<file path="config.mk">
export PLATFORM = sky130hd
export DESIGN_NAME = dir_enable_init_seq
export DESIGN_NICKNAME = d
export VERILOG_FILES = /design/src/rtl/dir_enable_init_seq.sv
export SDC_FILE = /design/constraint.sdc
export NUM_CORES = 1
export LEC_CHECK = 0
export CAP_MARGIN = 40
export CORE_UTILIZATION = 39
export DETAILED_ROUTE_END_ITERATION = 16
export PLACE_DENSITY_LB_ADDON = 0.3
export SYNTH_ARGS = -nofsm -noshare
export SYNTH_HDL_FRONTEND = slang
export SYNTH_SLANG_ARGS = --single-unit
</file>
<file path="constraint.sdc">
create_clock -name clk -period 5.9 [get_ports clk]
set_input_delay 1.77 -clock clk [delete_from_list [all_inputs] [get_ports clk]]
set_output_delay 1.77 -clock clk [all_outputs]
set_load 0.05 [all_outputs]
</file>
<file path="src/rtl/dir_enable_init_seq.sv">
// Post-reset enable sequencer: SFER, CASER0/1/3 and MRHER register writes.
// Define DIR_INIT_READBACK_EN to verify every write with a read-back.
`timescale 1ns/1ps
module dir_enable_init_seq #(
  parameter int          NUM_SF      = 4,
  parameter int          NUM_CAIU    = 40,
  parameter int          NUM_BAIU    = 0,
  parameter int          NUM_MRH     = 2,
  parameter int          HOLD_CYCLES = 200,
  parameter int          ACK_TIMEOUT = 255,
  parameter logic [11:0] ADDR_SFER   = 12'h040,
  parameter logic [11:0] ADDR_CASER0 = 12'h080,
  parameter logic [11:0] ADDR_CASER1 = 12'h084,
  parameter logic [11:0] ADDR_CASER3 = 12'h08C,
  parameter logic [11:0] ADDR_MRHER  = 12'h0C0
) (
  input  logic        clk,
  input  logic        rst_n,
  input  logic        start,
  output logic        reg_req,
  output logic        reg_we,
  output logic [11:0] reg_addr,
  output logic [31:0] reg_wdata,
  input  logic        reg_ack,
  input  logic [31:0] reg_rdata,
  output logic        busy,
  output logic        done,
  output logic        err,
  output logic [2:0]  err_code
);

`ifdef DIR_INIT_READBACK_EN
  typedef enum logic [2:0] {
    S_IDLE, S_HOLD, S_WR, S_RD, S_NEXT, S_DONE, S_ERR
  } state_e;
`else
  typedef enum logic [2:0] {
    S_IDLE, S_HOLD, S_WR, S_NEXT, S_DONE, S_ERR
  } state_e;
`endif

  localparam int N_CAIU0 = (NUM_CAIU > 32) ? 32 : NUM_CAIU;
  localparam int N_CAIU1 = (NUM_CAIU > 32) ? NUM_CAIU - 32 : 0;
  localparam logic [15:0] HOLD_LAST = 16'(HOLD_CYCLES - 1);
  localparam logic [15:0] ACK_LAST  = 16'(ACK_TIMEOUT - 1);

  function automatic logic [31:0] ones(input int n);
    logic [31:0] r;
    if (n >= 32)     r = '1;
    else if (n <= 0) r = '0;
    else             r = (32'h1 << n) - 32'h1;
    return r;
  endfunction

  function automatic logic [11:0] step_addr(input logic [2:0] s);
    logic [11:0] r;
    r = ADDR_MRHER;
    case (s)
      3'd0:    r = ADDR_SFER;
      3'd1:    r = ADDR_CASER0;
      3'd2:    r = ADDR_CASER1;
      3'd3:    r = ADDR_CASER3;
      default: r = ADDR_MRHER;
    endcase
    return r;
  endfunction

  function automatic logic [31:0] step_data(input logic [2:0] s);
    logic [31:0] r;
    r = '0;
    case (s)
      3'd0:    r = ones(NUM_SF);
      3'd1:    r = ones(N_CAIU0);
      3'd2:    r = ones(N_CAIU1);
      3'd3:    r = ones(NUM_BAIU);
      default: r = ones(NUM_MRH);
    endcase
    return r;
  endfunction

  // Skipped steps fold into the same NEXT cycle, so they cost nothing.
  function automatic logic [2:0] step_after(input logic [2:0] s);
    logic [2:0] n;
    n = s + 3'd1;
    if (n == 3'd2 && NUM_CAIU <= 32) n = 3'd3;
    if (n == 3'd3 && NUM_BAIU == 0)  n = 3'd4;
    return n;
  endfunction

  state_e      state_q;
  logic [2:0]  step_q;
  logic [2:0]  step_d;
  logic [2:0]  go_step_d;
  logic        go_d;
  logic [15:0] cnt_q;
  logic        req_q;
  logic        we_q;
  logic [11:0] addr_q;
  logic [31:0] wdata_q;
  logic        busy_q;
  logic        done_q;
  logic        err_q;
  logic [2:0]  ecode_q;
  logic        rd_go;

`ifdef DIR_INIT_READBACK_EN
  logic rd_pend_q;
  logic rb_bad;
  assign rd_go  = rd_pend_q;
  // wdata_q is exactly the low-N ones mask of the step under check
  assign rb_bad = (reg_rdata & wdata_q) != wdata_q;
`else
  logic unused_rdata;
  assign rd_go        = 1'b0;
  assign unused_rdata = ^reg_rdata;
`endif

  always_comb begin
    step_d    = step_after(step_q);
    go_d      = 1'b0;
    go_step_d = 3'd0;
    unique case (state_q)
      S_IDLE, S_DONE, S_ERR: go_d = start;
      S_HOLD: go_d = (cnt_q == HOLD_LAST);
      S_NEXT: begin
        go_d      = !rd_go && (step_d <= 3'd4);
        go_step_d = step_d;
      end
      default: go_d = 1'b0;
    endcase
  end

  always_ff @(posedge clk) begin
    if (!rst_n) begin
      state_q <= S_IDLE;
      step_q  <= '0;
      cnt_q   <= '0;
      req_q   <= 1'b0;
      we_q    <= 1'b0;
      addr_q  <= '0;
      wdata_q <= '0;
      busy_q  <= 1'b0;
      done_q  <= 1'b0;
      err_q   <= 1'b0;
      ecode_q <= '0;
`ifdef DIR_INIT_READBACK_EN
      rd_pend_q <= 1'b0;
`endif
    end else if (go_d) begin
      state_q <= S_WR;
      step_q  <= go_step_d;
      cnt_q   <= '0;
      req_q   <= 1'b1;
      we_q    <= 1'b1;
      addr_q  <= step_addr(go_step_d);
      wdata_q <= step_data(go_step_d);
      busy_q  <= 1'b1;
      done_q  <= 1'b0;
      err_q   <= 1'b0;
      ecode_q <= '0;
`ifdef DIR_INIT_READBACK_EN
      rd_pend_q <= 1'b0;
`endif
    end else begin
      unique case (state_q)
        S_IDLE: begin
          state_q <= S_HOLD;
          busy_q  <= 1'b1;
          cnt_q   <= '0;
        end
        S_HOLD: cnt_q <= cnt_q + 16'd1;
        S_WR: begin
          if (reg_ack && req_q) begin
            req_q   <= 1'b0;
            state_q <= S_NEXT;
`ifdef DIR_INIT_READBACK_EN
            rd_pend_q <= 1'b1;
`endif
          end else if (cnt_q == ACK_LAST) begin
            req_q   <= 1'b0;
            state_q <= S_ERR;
            busy_q  <= 1'b0;
            err_q   <= 1'b1;
            ecode_q <= step_q;
          end else begin
            cnt_q <= cnt_q + 16'd1;
          end
        end
`ifdef DIR_INIT_READBACK_EN
        S_RD: begin
          if (reg_ack && req_q) begin
            req_q <= 1'b0;
            if (rb_bad) begin
              state_q <= S_ERR;
              busy_q  <= 1'b0;
              err_q   <= 1'b1;
              ecode_q <= step_q;
            end else begin
              state_q   <= S_NEXT;
              rd_pend_q <= 1'b0;
            end
          end else if (cnt_q == ACK_LAST) begin
            req_q   <= 1'b0;
            state_q <= S_ERR;
            busy_q  <= 1'b0;
            err_q   <= 1'b1;
            ecode_q <= step_q;
          end else begin
            cnt_q <= cnt_q + 16'd1;
          end
        end
`endif
        S_NEXT: begin
`ifdef DIR_INIT_READBACK_EN
          if (rd_go) begin
            state_q <= S_RD;
            req_q   <= 1'b1;
            we_q    <= 1'b0;
            cnt_q   <= '0;
          end else
`endif
          begin
            state_q <= S_DONE;
            busy_q  <= 1'b0;
            done_q  <= 1'b1;
          end
        end
        default: state_q <= state_q;
      endcase
    end
  end

  assign reg_req   = req_q;
  assign reg_we    = we_q;
  assign reg_addr  = addr_q;
  assign reg_wdata = wdata_q;
  assign busy      = busy_q;
  assign done      = done_q;
  assign err       = err_q;
  assign err_code  = ecode_q;

endmodule
</file>
==> Word level (Yosys, flattened, before mapping) <==
Cells that the tools add are included.
{ "totals": {"ff_bits": 74, "output_inout_bits": 52, "word_cells": 69} }
{ "classes": {"addsub": 2, "n_lt_le_gt_ge": 1, "eq_ne": 17, "muxes": 19, "bitwise_logic": 2, "n_reduce_logical": 16} }
{ "op_table": {"columns": ["op", "n"], "rows": [
  ["32-bit one-hot mux with 4 select lines", 1],
  ["16-bit one-hot mux with 3 select lines", 1],
  ["16-bit by 8-bit equality test with 1-bit output, second input constant", 2],
  ["16-bit two-way mux", 2],
  ["8-bit one-hot mux with 4 select lines", 1],
  ["16-bit by 1-bit adder with 16-bit output, second input constant", 1],
  ["3-bit by 2-bit equality test with 1-bit output, second input constant", 5],
  ["3-bit two-way mux", 4],
  ["3-bit != test, second input constant", 3],
  ["3-bit one-hot mux with 3 select lines", 1],
  ["3-bit AND reduction", 3],
  ["3-bit nonzero test", 3],
  ["3-bit by 1-bit equality test with 1-bit output, second input constant", 2],
  ["3-bit equality test, second input constant", 2],
  ["3-bit logical NOT", 2],
  ["1-bit two-way mux", 6],
  ["1-bit one-hot mux with 3 select lines", 2],
  ["2-bit AND reduction", 3],
  ["2-bit != test, second input constant", 2],
  ["4-bit != test, second input constant", 1],
  ["4-bit nonzero test", 1],
  ["3-bit by 1-bit adder with 3-bit output, second input constant", 1],
  ["3-bit less-or-equal comparator, second input constant", 1],
  ["3-bit OR reduction", 1],
  ["5 further kinds", 6]
]} }

==> Logic depth before layout (Yosys ltp) <==
{ "logic_depth": {"depth_word": 7, "mapped_depth": 8, "mapped_depth_nobuf": 7} }

==> Least setup slack after synthesis <==
Ideal clock, no wire load.
{ "synth_timing": {"path_kind": "input port to flip-flop", "from": "input port reg_ack", "to": "register cnt_q[15]", "setup_time_ns": 0.070, "arrival_time_ns": 3.026, "setup_slack_ns": 2.804, "cell_stages": 5, "n_path_buf": 0, "cell_sequence": "a211oi_1 -> nand2_1 -> o31a_1 -> or3_1 -> a21oi_1"} }
{ "synth_between": {"elab_chain_len": 3} }
{ "synth_lines": {"columns": ["item", "line_no", "text"], "rows": [
  ["from (decl)", "24", "input logic reg_ack,"],
  ["1-bit logical AND", "173", "if (reg_ack && req_q) begin"],
  ["2-bit != test (no line)", null, null],
  ["3-bit AND reduction (no line)", null, null],
  ["to (signal assigned)", "171", "S_HOLD: cnt_q <= cnt_q + 16'd1;"],
  ["to (signal assigned)", "186", "cnt_q <= cnt_q + 16'd1;"],
  ["to (decl)", "95", "logic [15:0] cnt_q;"]
]} }
No other way between the ends.
A chain may end at the register's enable or synchronous reset.

==> impl_metrics.ini <==
[run_status]
status = finished clean

[pwr]
power.share.combinational_pct = 25.2
irDropWorstVdd_mv = 0.163
clock_network_fraction_of_design_power_pct = 36.2
internal_power_summed_over_all_cells_w = 0.000508
p_leak_nw = 0.902
pwr_density_cell_nw_per_um2 = 290
sw_frac_of_total_pct = 32.4
power_frac_seq_pct = 38.6
netSwitchingPower_w = 0.000243

[detailed_routing]
drt-initial-drc-count = 122
via_count = 1852
drc = 0
routed_wire_length_per_instance_um = 13.0
avgViaCountPerCell = 5.26
wirelength_um = 4590
first_pass_iters = 4
final_antenna_net_count = 0

[setup_path]
timing.critical_path.required_ns = 4.13
worst_path_dominant_cell_family = buffers and inverters
path_cells = clkdlybuf4s50_1
worstPathBufferInverterCount = 1
path_max_fanout = 25
setup.worst_path.start_class = flop
worst_ep_arrival_time_ns = 2.01
crit_path_top_delay_cell = clkdlybuf4s50_1
endpoint_kind = output port
critical_path_class = flop to output port
critical-path-max-stage-delay_ns = 0.95

[floorplanning]
die_area_um2 = 5930
initial_core_util_pct = 41.7
pin_count = 88
core_area_um2 = 5270
die_h_um = 77.0
die_x_um = 77.0
fp-row-count = 26

[sta]
worst_clock_skew_ns = 0.00760
maxClockFrequency_ghz = 0.265
rsz_0062_raised_after_global_routing = no
hold_viol = 0
min_period_over_period_pct = 64.1
fin_ws_ns = 2.12
setup-violations-final = 0
max_slew_margin_pct = 53.8
finalMaxSlewViolations = 0
final.setup.tns_ns = 0
final.min_clock_period_ns = 3.78
tightestPinTransition_ns = 0.692

[final_layout]
areaGrowthSynthToFinish_pct = 17.9
fin_nets = 321
antenna-diode-count = 0
final_layout_size_suffix_gt1_share_pct = 4.61

[cts]
cts_root_buf = clkbuf_8
ctsLongestPathBuffers = 2
ctsResizeCount = 0
clock-sinks = 38
htree_levels = 2
post_cts_setup_buffers = 0
path_clk_slew_ns = 0.08
hold_buffers = 0
cts_inserted_buffers = 5
cts_tree = yes
clk_latency_ns = 0.29

[yosys]
async_reset_ff_share_pct = 0
synth_enable_flop_cells = 0
synth_commonest_cells = 38 x dfxtp_1, 36 x buf_4, 24 x a21oi_1
syn_avg_cell_area_um2 = 8.22
largest_family_of_logic_cells_by_synthesized_area = simple AND/OR/NAND/NOR gates
yosys.cell_types.count = 50
synth_warnings = 0
synth.mux.area_fraction_pct = 1.37
synth-seq-area-share_pct = 34.6
post_synth_inst_count = 267
synth_seq_cells = 38
synthDominantAreaCellType = dfxtp_1
synth_xor_area_share_pct = 3.99
synth_compound_gate_area_share_pct = 18.4
dominantRegCellSynth = dfxtp_1
synthMostInstantiatedCell = dfxtp_1
synth.top_cell.area_share_pct = 34.6
synth_simple_gate_area_share_pct = 22.4
synth.top_cells.by_area = dfxtp_1 35%, buf_4 12%, a21oi_1 5.5%
synth-adder-area-share_pct = 2.28
netlist_area_um2 = 2200

[placed_design]
gp_routability_congestion = 0.816
dpl_worst_slack_ns = 2.09
detailed_place_hpwl_um = 3320
io_buffer_count = 47

[job]
max-cap-violations = 0

[worst_hold_path]
class_of_the_tightest_hold_or_removal_check = flop to flop

[global_route]
largest_net_degree_at_the_start_of_global_routing = 26
initial_antenna_violation_count = 0
grt_pass1_wl_um = 7750
via_count_of_the_first_global_routing_pass = 1575
tot_gr_track_use_pct = 16.2
grt.overflow.total = 0
[logic make-up after synthesis]
kind of cell | Yosys count
xor+xnor | 10
flops | 38
buf+inv | 55
other cells | 1
simple gates | 90
compound gates | 66
fa+ha+maj | 4
mux | 3
[cells in the final DEF, fill, tap and decap left out, types with 2 or more instances in the layout]
cell type,Yosys,routed
a211o_1,3,3
a21oi_1,24,24
a31oi_1,5,5
and2_1,4,4
and4_1,3,3
bufinv_16,0,2
clkbuf_8,0,6
clkdlybuf4s50_1,0,47
conb_1,1,8
dfxtp_1,38,38
ha_1,4,4
inv_1,7,7
mux2i_1,3,3
nand2_1,13,13
nand2b_1,2,2
nand3_1,11,11
nand3b_1,2,2
nand4_1,8,8
nor2_1,20,20
nor2b_1,3,3
nor3_1,5,5
nor4_1,3,3
o211ai_1,4,4
o21a_1,2,2
o21ai_0,15,15
or3_1,8,8
xnor2_1,6,6
xor2_1,4,4
[flip-flops by register name (all words and copies together), names as in the netlist]
| register | count |
|---|---|
| reg_req | 1 |
| reg_we | 1 |
| reg_wdata | 4 |
| cnt_q | 16 |
| done | 1 |
| err_code | 3 |
| busy | 1 |
| step_q | 3 |
| reg_addr | 4 |
| state_q | 3 |
| err | 1 |
[layout make-up]
type / instances / area, um2
clock buffers: 6 / 82.6
clock inverters: 2 / 60.1
fillers: 530 / 2680
inverters: 7 / 26.3
multi-input cells: 181 / 1090
flip-flops and latches: 38 / 761
well taps: 70 / 87.6
repair buffers: 48 / 478
[per-layer routing]
layer / share of wire (%) / track usage [%] / routed length [um] / up-vias
met4: 0.89 / 5.28 / 41 / 0
met5: 0 / 0 / 0 / -
met3: 4.0 / 4.17 / 183 / 2
met2: 45 / 24.6 / 2060 / 40
li1: - / - / - / 944
met1: 50 / 22.1 / 2300 / 866
[path summary, 6_finish.rpt]
check	from	endpoint	slack [ns]	cells after the start
max	reg_wdata[30]	reg_wdata[23]	2.12	1
max reg2reg	cnt_q[1]	reg_wdata[3]	3.45	6
min	err	err	0.45	2
min reg2reg	err	err	0.45	2
[through the flow]
step                      util, %  std cells  total power (W)  cell area, um2  hold slack (ns)
final                        49.1        352         0.000751            2590            0.447
after detailed placement     46.4        344         0.000484            2450            0.441
after global placement       46.3        343         0.000481            2440            0.440
after CTS                    49.1        352         0.000757            2590            0.451
after floorplan                 -        274         0.000446            2220            0.458
after global routing         49.1        352         0.000780            2590            0.482
[power by group through the flow]
stage               Sequential (W)  Combinational [W]  Clock [W]
floorplan                 0.000315           0.000130          0
global placement          0.000295           0.000187          0
detailed placement        0.000295           0.000189          0
CTS                       0.000289           0.000190   0.000278
global route              0.000293           0.000201   0.000286
finish                    0.000290           0.000189   0.000272
[worst reg2reg max path, delay by kind of cell, from the launching register on]
family          cells  cell delay (ns)
compound gates      1             0.37
fa+ha+maj           1             0.32
simple gates        4             1.22
flops               1             0.45
Note: power is estimated with default switching activity, not from simulation.
